===== src/rtl/rx_serial_pkg.sv =====
// Shared types and frame constants for the 8O1 serial receiver.
package rx_serial_pkg;

  localparam int unsigned DATA_BITS = 8;
  localparam int unsigned FRAME_LEN = 11;

  typedef enum logic [3:0] {
    ST_IDLE     = 4'd0,
    ST_START    = 4'd1,
    ST_DADOS    = 4'd2,
    ST_PARIDADE = 4'd3,
    ST_STOP     = 4'd4,
    ST_FINAL    = 4'd5
  } state_t;

endpackage


===== src/rtl/rx_serial_8o1_fd.sv =====
// Datapath of the 8O1 receiver: tick and bit counters, shift register,
// parity check and the registered byte/status outputs.
module rx_serial_8O1_fd
  import rx_serial_pkg::*;
#(
  parameter int unsigned CLKS_PER_BIT = 16
) (
  input  logic                 clock,
  input  logic                 reset,
  input  logic                 rxd,
  input  logic                 recebe,
  input  logic                 tick_clr,
  input  logic                 shift_en,
  input  logic                 bit_clr,
  input  logic                 par_ld,
  input  logic                 final_ld,
  output logic                 tick_half_c,
  output logic                 tick_full_c,
  output logic                 bit_last_c,
  output logic [DATA_BITS-1:0] dados_ascii,
  output logic                 pronto,
  output logic                 tem_dado,
  output logic                 erro_paridade,
  output logic                 erro_stop,
  output logic                 erro_overrun
);

  localparam int unsigned TW   = $clog2(CLKS_PER_BIT);
  localparam int unsigned BW   = $clog2(DATA_BITS + 1);
  localparam int unsigned HALF = CLKS_PER_BIT / 2;

  logic [TW-1:0]        tick_q, tick_d;
  logic [BW-1:0]        bit_cnt_q, bit_cnt_d;
  logic [DATA_BITS-1:0] shift_q, shift_d;
  logic                 par_q, par_d;
  logic [DATA_BITS-1:0] dados_q, dados_d;
  logic                 pronto_q, pronto_d;
  logic                 tem_q, tem_d;
  logic                 ep_q, ep_d;
  logic                 es_q, es_d;
  logic                 eo_q, eo_d;

  assign tick_half_c = (tick_q == TW'(HALF - 1));
  assign tick_full_c = (tick_q == TW'(CLKS_PER_BIT - 1));
  assign bit_last_c  = (bit_cnt_q == BW'(DATA_BITS - 1));

  // Status registers load at the stop-bit sample so they are valid during FINAL.
  always_comb begin
    tick_d    = tick_clr ? '0 : tick_q + TW'(1);
    bit_cnt_d = bit_cnt_q;
    shift_d   = shift_q;
    par_d     = par_q;
    dados_d   = dados_q;
    pronto_d  = final_ld;
    tem_d     = tem_q;
    ep_d      = ep_q;
    es_d      = es_q;
    eo_d      = eo_q;

    if (bit_clr)       bit_cnt_d = '0;
    else if (shift_en) bit_cnt_d = bit_cnt_q + BW'(1);

    if (shift_en) shift_d = {rxd, shift_q[DATA_BITS-1:1]};
    if (par_ld)   par_d   = rxd;

    if (final_ld) begin
      dados_d = shift_q;
      ep_d    = ~(^{shift_q, par_q});
      es_d    = ~rxd;
      eo_d    = tem_q & ~recebe;
      tem_d   = 1'b1;
    end else if (recebe) begin
      tem_d   = 1'b0;
    end
  end

  always_ff @(posedge clock or negedge reset) begin
    if (!reset) begin
      tick_q    <= '0;
      bit_cnt_q <= '0;
      shift_q   <= '0;
      par_q     <= 1'b0;
      dados_q   <= '0;
      pronto_q  <= 1'b0;
      tem_q     <= 1'b0;
      ep_q      <= 1'b0;
      es_q      <= 1'b0;
      eo_q      <= 1'b0;
    end else begin
      tick_q    <= tick_d;
      bit_cnt_q <= bit_cnt_d;
      shift_q   <= shift_d;
      par_q     <= par_d;
      dados_q   <= dados_d;
      pronto_q  <= pronto_d;
      tem_q     <= tem_d;
      ep_q      <= ep_d;
      es_q      <= es_d;
      eo_q      <= eo_d;
    end
  end

  assign dados_ascii   = dados_q;
  assign pronto        = pronto_q;
  assign tem_dado      = tem_q;
  assign erro_paridade = ep_q;
  assign erro_stop     = es_q;
  assign erro_overrun  = eo_q;

endmodule


===== src/rtl/rx_serial_8o1.sv =====
// 8O1 serial receiver top: control FSM plus optional input synchronizer.
// Define RX_SERIAL_SYNC_EN to add a 2-flop synchronizer on dado_serial.
module rx_serial_8o1
  import rx_serial_pkg::*;
#(
  parameter int unsigned CLKS_PER_BIT = 16
) (
  input  logic                 clock,
  input  logic                 reset,
  input  logic                 dado_serial,
  input  logic                 recebe,
  output logic [DATA_BITS-1:0] dados_ascii,
  output logic                 pronto,
  output logic                 tem_dado,
  output logic                 erro_paridade,
  output logic                 erro_stop,
  output logic                 erro_overrun,
  output logic [3:0]           db_estado
);

  logic   rxd;
  state_t state_q, state_d;
  logic   tick_clr, shift_en, bit_clr, par_ld, final_ld;
  logic   tick_half_c, tick_full_c, bit_last_c;

`ifdef RX_SERIAL_SYNC_EN
  logic [1:0] sync_q, sync_d;

  always_comb sync_d = {sync_q[0], dado_serial};

  always_ff @(posedge clock or negedge reset) begin
    if (!reset) sync_q <= 2'b11;
    else        sync_q <= sync_d;
  end

  assign rxd = sync_q[1];
`else
  assign rxd = dado_serial;
`endif

  // Every sample point clears the tick counter so the next bit is timed from it.
  always_comb begin
    state_d  = state_q;
    tick_clr = 1'b0;
    shift_en = 1'b0;
    bit_clr  = 1'b0;
    par_ld   = 1'b0;
    final_ld = 1'b0;
    unique case (state_q)
      ST_IDLE: begin
        tick_clr = 1'b1;
        bit_clr  = 1'b1;
        if (!rxd) state_d = ST_START;
      end
      ST_START: begin
        bit_clr = 1'b1;
        if (tick_half_c) begin
          tick_clr = 1'b1;
          state_d  = rxd ? ST_IDLE : ST_DADOS;
        end
      end
      ST_DADOS: begin
        if (tick_full_c) begin
          tick_clr = 1'b1;
          shift_en = 1'b1;
          if (bit_last_c) state_d = ST_PARIDADE;
        end
      end
      ST_PARIDADE: begin
        if (tick_full_c) begin
          tick_clr = 1'b1;
          par_ld   = 1'b1;
          state_d  = ST_STOP;
        end
      end
      ST_STOP: begin
        if (tick_full_c) begin
          tick_clr = 1'b1;
          final_ld = 1'b1;
          state_d  = ST_FINAL;
        end
      end
      ST_FINAL: begin
        tick_clr = 1'b1;
        state_d  = ST_IDLE;
      end
      default: state_d = ST_IDLE;
    endcase
  end

  always_ff @(posedge clock or negedge reset) begin
    if (!reset) state_q <= ST_IDLE;
    else        state_q <= state_d;
  end

  assign db_estado = state_q;

  rx_serial_8O1_fd #(
    .CLKS_PER_BIT (CLKS_PER_BIT)
  ) u_fd (
    .clock         (clock),
    .reset         (reset),
    .rxd           (rxd),
    .recebe        (recebe),
    .tick_clr      (tick_clr),
    .shift_en      (shift_en),
    .bit_clr       (bit_clr),
    .par_ld        (par_ld),
    .final_ld      (final_ld),
    .tick_half_c   (tick_half_c),
    .tick_full_c   (tick_full_c),
    .bit_last_c    (bit_last_c),
    .dados_ascii   (dados_ascii),
    .pronto        (pronto),
    .tem_dado      (tem_dado),
    .erro_paridade (erro_paridade),
    .erro_stop     (erro_stop),
    .erro_overrun  (erro_overrun)
  );

endmodule

===== config.mk =====
export PLATFORM = sky130hd
export DESIGN_NAME = rx_serial_8o1
export DESIGN_NICKNAME = d
export VERILOG_FILES = /design/src/rtl/rx_serial_pkg.sv /design/src/rtl/rx_serial_8o1_fd.sv /design/src/rtl/rx_serial_8o1.sv
export SDC_FILE = /design/constraint.sdc
export NUM_CORES = 1
export LEC_CHECK = 0
export ABC_AREA = 1
export BUFFER_PORTS_ARGS = -buffer_cell sky130_fd_sc_hd__buf_2
export CAP_MARGIN = 10
export CORE_ASPECT_RATIO = 0.5
export CORE_UTILIZATION = 45
export CTS_CLUSTER_SIZE = 24
export DETAILED_ROUTE_END_ITERATION = 6
export PLACE_DENSITY = 0.67
export SLEW_MARGIN = 20
export SYNTH_ARGS = -nofsm -noshare
export SYNTH_HDL_FRONTEND = slang
export SYNTH_SLANG_ARGS = --single-unit

===== constraint.sdc =====
create_clock -name clock -period 2.3 [get_ports clock]
set_clock_uncertainty 0.15 [all_clocks]
set_input_delay 0.345 -clock clock [delete_from_list [all_inputs] [get_ports clock]]
set_output_delay 0.345 -clock clock [all_outputs]
set_load 0.01 [all_outputs]

==> reports/qor.log <==
INFO  status         outcome=finished, final reports clean
INFO  global_route   antenna_found_initial=0
INFO  clock_network  cts_tree=done
INFO  cells_and_area final_nets=211
INFO  sta            fmax=561.3MHz
INFO  setup_path     critical_path.n_buffers_inverters=3
INFO  sta            grt_setup_unrepaired=no
INFO  detailed_routing drt_pre_antenna_iters=4
INFO  place          routabilityCongestion=0.7854
INFO  sta            worst-slew-pin-transition=0.7166ns
INFO  detailed_routing routed_wire_length_per_instance=10.97um
INFO  sta            post-route-period-util=0.7746
INFO  power          total_power=1.377mW
INFO  detailed_routing detail_route.iter0.violations=89
INFO  power          vdd.ir_drop.worst=0.0005532V
INFO  setup_path     worst_setup_path_start_kind=flip-flop
INFO  setup_path     crit_required=2.33ns
INFO  synthesis      gate_count_post_synth=183
INFO  floorplan      chipHeight=43.72um
INFO  power          power.internal=927.2uW
INFO  power          power.leakage=0.9121nW
INFO  setup_path     critPathMaxStageDelay=0.40ns
INFO  synthesis      synthTopCellsByArea=dfrtp_1 53%, nand2_1 13%, o21ai_0 5.1%
INFO  cells_and_area n_antenna_cell=0
INFO  cells_and_area drive_above_1_share=0.2136
INFO  floorplan      total_die_area=3735squm
INFO  clock_network  clock_sinks=33
INFO  place          port_buffers=19
INFO  power          power.sequential.fraction=0.486
INFO  synthesis      yosys_register_bits=33
INFO  setup_path     timing.critical_path.arrival=1.81ns
INFO  synthesis      postSynthAreaPerCell=8.560squm
INFO  power          total_switching_power=449.6uW
INFO  clock_network  clk_pin_slew_worst_paths=0.07ns
INFO  sta            setup_viol_count_final=0
INFO  detailed_routing drc=0
INFO  global_route   groute.usage.overall=0.1744
INFO  global_route   global_route_wire_length_before_repair=4774um
INFO  synthesis      mappedNetlistArea=1567squm
INFO  place          hpwl=1853um
INFO  setup_path     crit_family=simple AND/OR/NAND/NOR gates
INFO  detailed_routing vias=1,201
INFO  cells_and_area layout_commonest_cell=nand2_1
INFO  power          switching_share=0.3266
INFO  cells_and_area finalCoreUtilization=0.5587
INFO  power          share_of_power_burned_in_combinational_logic=0.203
INFO  cells_and_area final_cell_mix=56 x nand2_1, 33 x dfrtp_1, 21 x inv_1
INFO  synthesis      synth_seq_area_share=0.5272
INFO  job            cap_viol_max_count=0
INFO  floorplan      core_area=3153squm
INFO  sta            hold_viol_final=0
INFO  setup_path     worst_setup_end_kind=flip-flop
INFO  floorplan      rows=14
INFO  floorplan      die_x=85.44um
INFO  cells_and_area flow.area_growth_from_synthesis=12.46%
INFO  clock_network  clock_insertion_delay_worst_skew=0.29ns
INFO  sta            totalNegativeSetupSlack=0ns
INFO  clock_network  clk_path_buf_depth=2
INFO  synthesis      mappedNetlistNets=189
INFO  setup_path     critical-path-slowest-cell=dfrtp_1
INFO  cells_and_area fillers=278
INFO  setup_path     critical_path.most_common_cell=nand2_1
INFO  clock_network  post_cts_buffers=0
INFO  clock_network  library_cell_used_as_clock_root_buffer=clkbuf_8
INFO  clock_network  htreeDepth=2
INFO  global_route   gr-total-overflow=0
INFO  sta            final-max-slew-violation-count=0
INFO  sta            timing.max_slew.rel_slack=0.5223
INFO  clock_network  post_cts_resized=0
INFO  detailed_routing detail_route.vias_per_cell=4.882
INFO  global_route   first_global_vias=1,132
INFO  clock_network  cts.hold.buffers_added=1
INFO  power          power_density=781.5nW/um^2
INFO  floorplan      floorplan.io_pins=21
INFO  global_route   maximum_number_of_pins_on_one_net_before_global_route_repair=34
INFO  setup_path     critical_path_start_end_classification=reg2reg
INFO  synthesis      synth_area_leader_cell=dfrtp_1
INFO  min_path       min_path_type=in2reg
INFO  detailed_routing detail-route-antenna-nets=0
INFO  detailed_routing detail_route.wirelength=2698um
INFO  setup_path     critical_path_peak_fanout=23
INFO  sta            timing.final.crit_period=1.782ns
INFO  power          p_clk_frac=0.311
INFO  clock_network  cts_bufs_inserted=5
INFO  floorplan      start_util=0.4968
INFO  synthesis      post-synth-top-area-fraction=0.5272
INFO  synthesis      yosys_warnings=0
INFO  setup_path     cell_by_cell_listing_of_the_critical_path=ha_1 -> nand2_1 -> inv_1 -> nand2_1 -> inv_2 -> nand2_2 -> inv_1 -> nand3_1 -> nand2_1
INFO  synthesis      synth.lib_cells_used.distinct=24
-- worst reg2reg max path: cells and delay by family (launching register included) --
kind | cells | cell delay, ns
DFF | 1 | 0.40
and+or+nand+nor | 5 | 0.67
adders and majority gates | 1 | 0.21
buffers and inverters | 3 | 0.25
-- metal layers --
metal / vias to the layer above / GRT usage / part of all wire
li1: 621 / - / -
met4: 0 / 0.08000 / 0.020
met3: 6 / 0.06857 / 0.052
met5: - / 0 / 0
met1: 552 / 0.2167 / 0.51
met2: 22 / 0.2752 / 0.42
-- cells in the mapped netlist --
| library cell | n |
|---|---|
| nand2_1 | 56 |
| dfrtp_1 | 33 |
| inv_2 | 3 |
| xor2_1 | 2 |
| buf_6 | 3 |
| a21oi_1 | 2 |
| nor3b_1 | 1 |
| buf_2 | 1 |
| o21ai_0 | 16 |
| inv_1 | 21 |
| a21boi_0 | 1 |
| conb_1 | 1 |
| nor3_1 | 3 |
| buf_4 | 1 |
| nand3_1 | 9 |
| nand2_2 | 4 |
| o31ai_1 | 1 |
| xnor2_1 | 1 |
| o21ai_2 | 9 |
| nor2_4 | 1 |
| o21ai_1 | 1 |
| ha_1 | 2 |
| a31oi_1 | 2 |
| nor2_1 | 9 |
-- flip-flops by register name, indices dropped and copies added (netlist names), 3 cells and up --
register	count
db_estado	3
u_fd.shift_q	8
u_fd.tick_q	4
u_fd.dados_ascii	8
u_fd.bit_cnt_q	4
-- per-stage QoR --
step | worst slack [ns] | std cells | area, sq um | hold WS (ns)
floorplan | 0.8175 | 183 | 1567 | -0.1006
global placement | 0.5667 | 237 | 1665 | 0.2922
detailed placement | 0.5151 | 237 | 1665 | 0.2969
CTS | 0.5151 | 246 | 1762 | 0.08547
global route | 0.3415 | 246 | 1762 | 0.09245
finish | 0.5184 | 246 | 1762 | 0.08995
-- power by group through the flow --
stage | clock network, mW | logic (mW) | registers [mW]
final | 0.428 | 0.279 | 0.669
after global routing | 0.470 | 0.318 | 0.677
after CTS | 0.444 | 0.279 | 0.668
after detailed placement | 0 | 0.276 | 0.679
after global placement | 0 | 0.271 | 0.679
after floorplan | 0 | 0.192 | 0.683
-- cell type report --
type	instances	area [sq um]	share of cell area
Sequential cell	33	825.8	0.4687
Multi-Input combinational cell	121	604.3	0.3430
Timing Repair Buffer	20	105.1	0.05966
Inverter	24	90.09	0.05114
Clock buffer	5	68.82	0.03906
Tap cell	40	50.05	0.02841
Clock inverter	3	17.52	0.009943
-- cell families after synthesis --
kind of cell,after synthesis,synth area share
AND/OR/NAND/NOR,83,0.2220
other,1,0.002394
XOR/XNOR,3,0.01678
AO/OA/AOI/OAI,32,0.1286
adder cells (fa/ha/maj),2,0.01597
buffers and inverters,29,0.08706
flip-flops,33,0.5272
-- worst paths after layout --
kind / to / depth (start not counted) / startpoint / slack, ns
max reg2reg: u_fd.erro_paridade / 9 / u_fd.tick_q[0] / 0.52
min in group asynchronous: u_fd.tick_q[1] / 2 / reset / 0.50
max in group asynchronous: db_estado[1] / 2 / reset / 1.03
min: u_fd.erro_stop / 2 / dado_serial / 0.09
max: u_fd.erro_paridade / 9 / u_fd.tick_q[0] / 0.52
min reg2reg: u_fd.tick_q[0] / 1 / u_fd.tick_q[0] / 0.31
No activity file was read; power rests on OpenSTA's default activity.
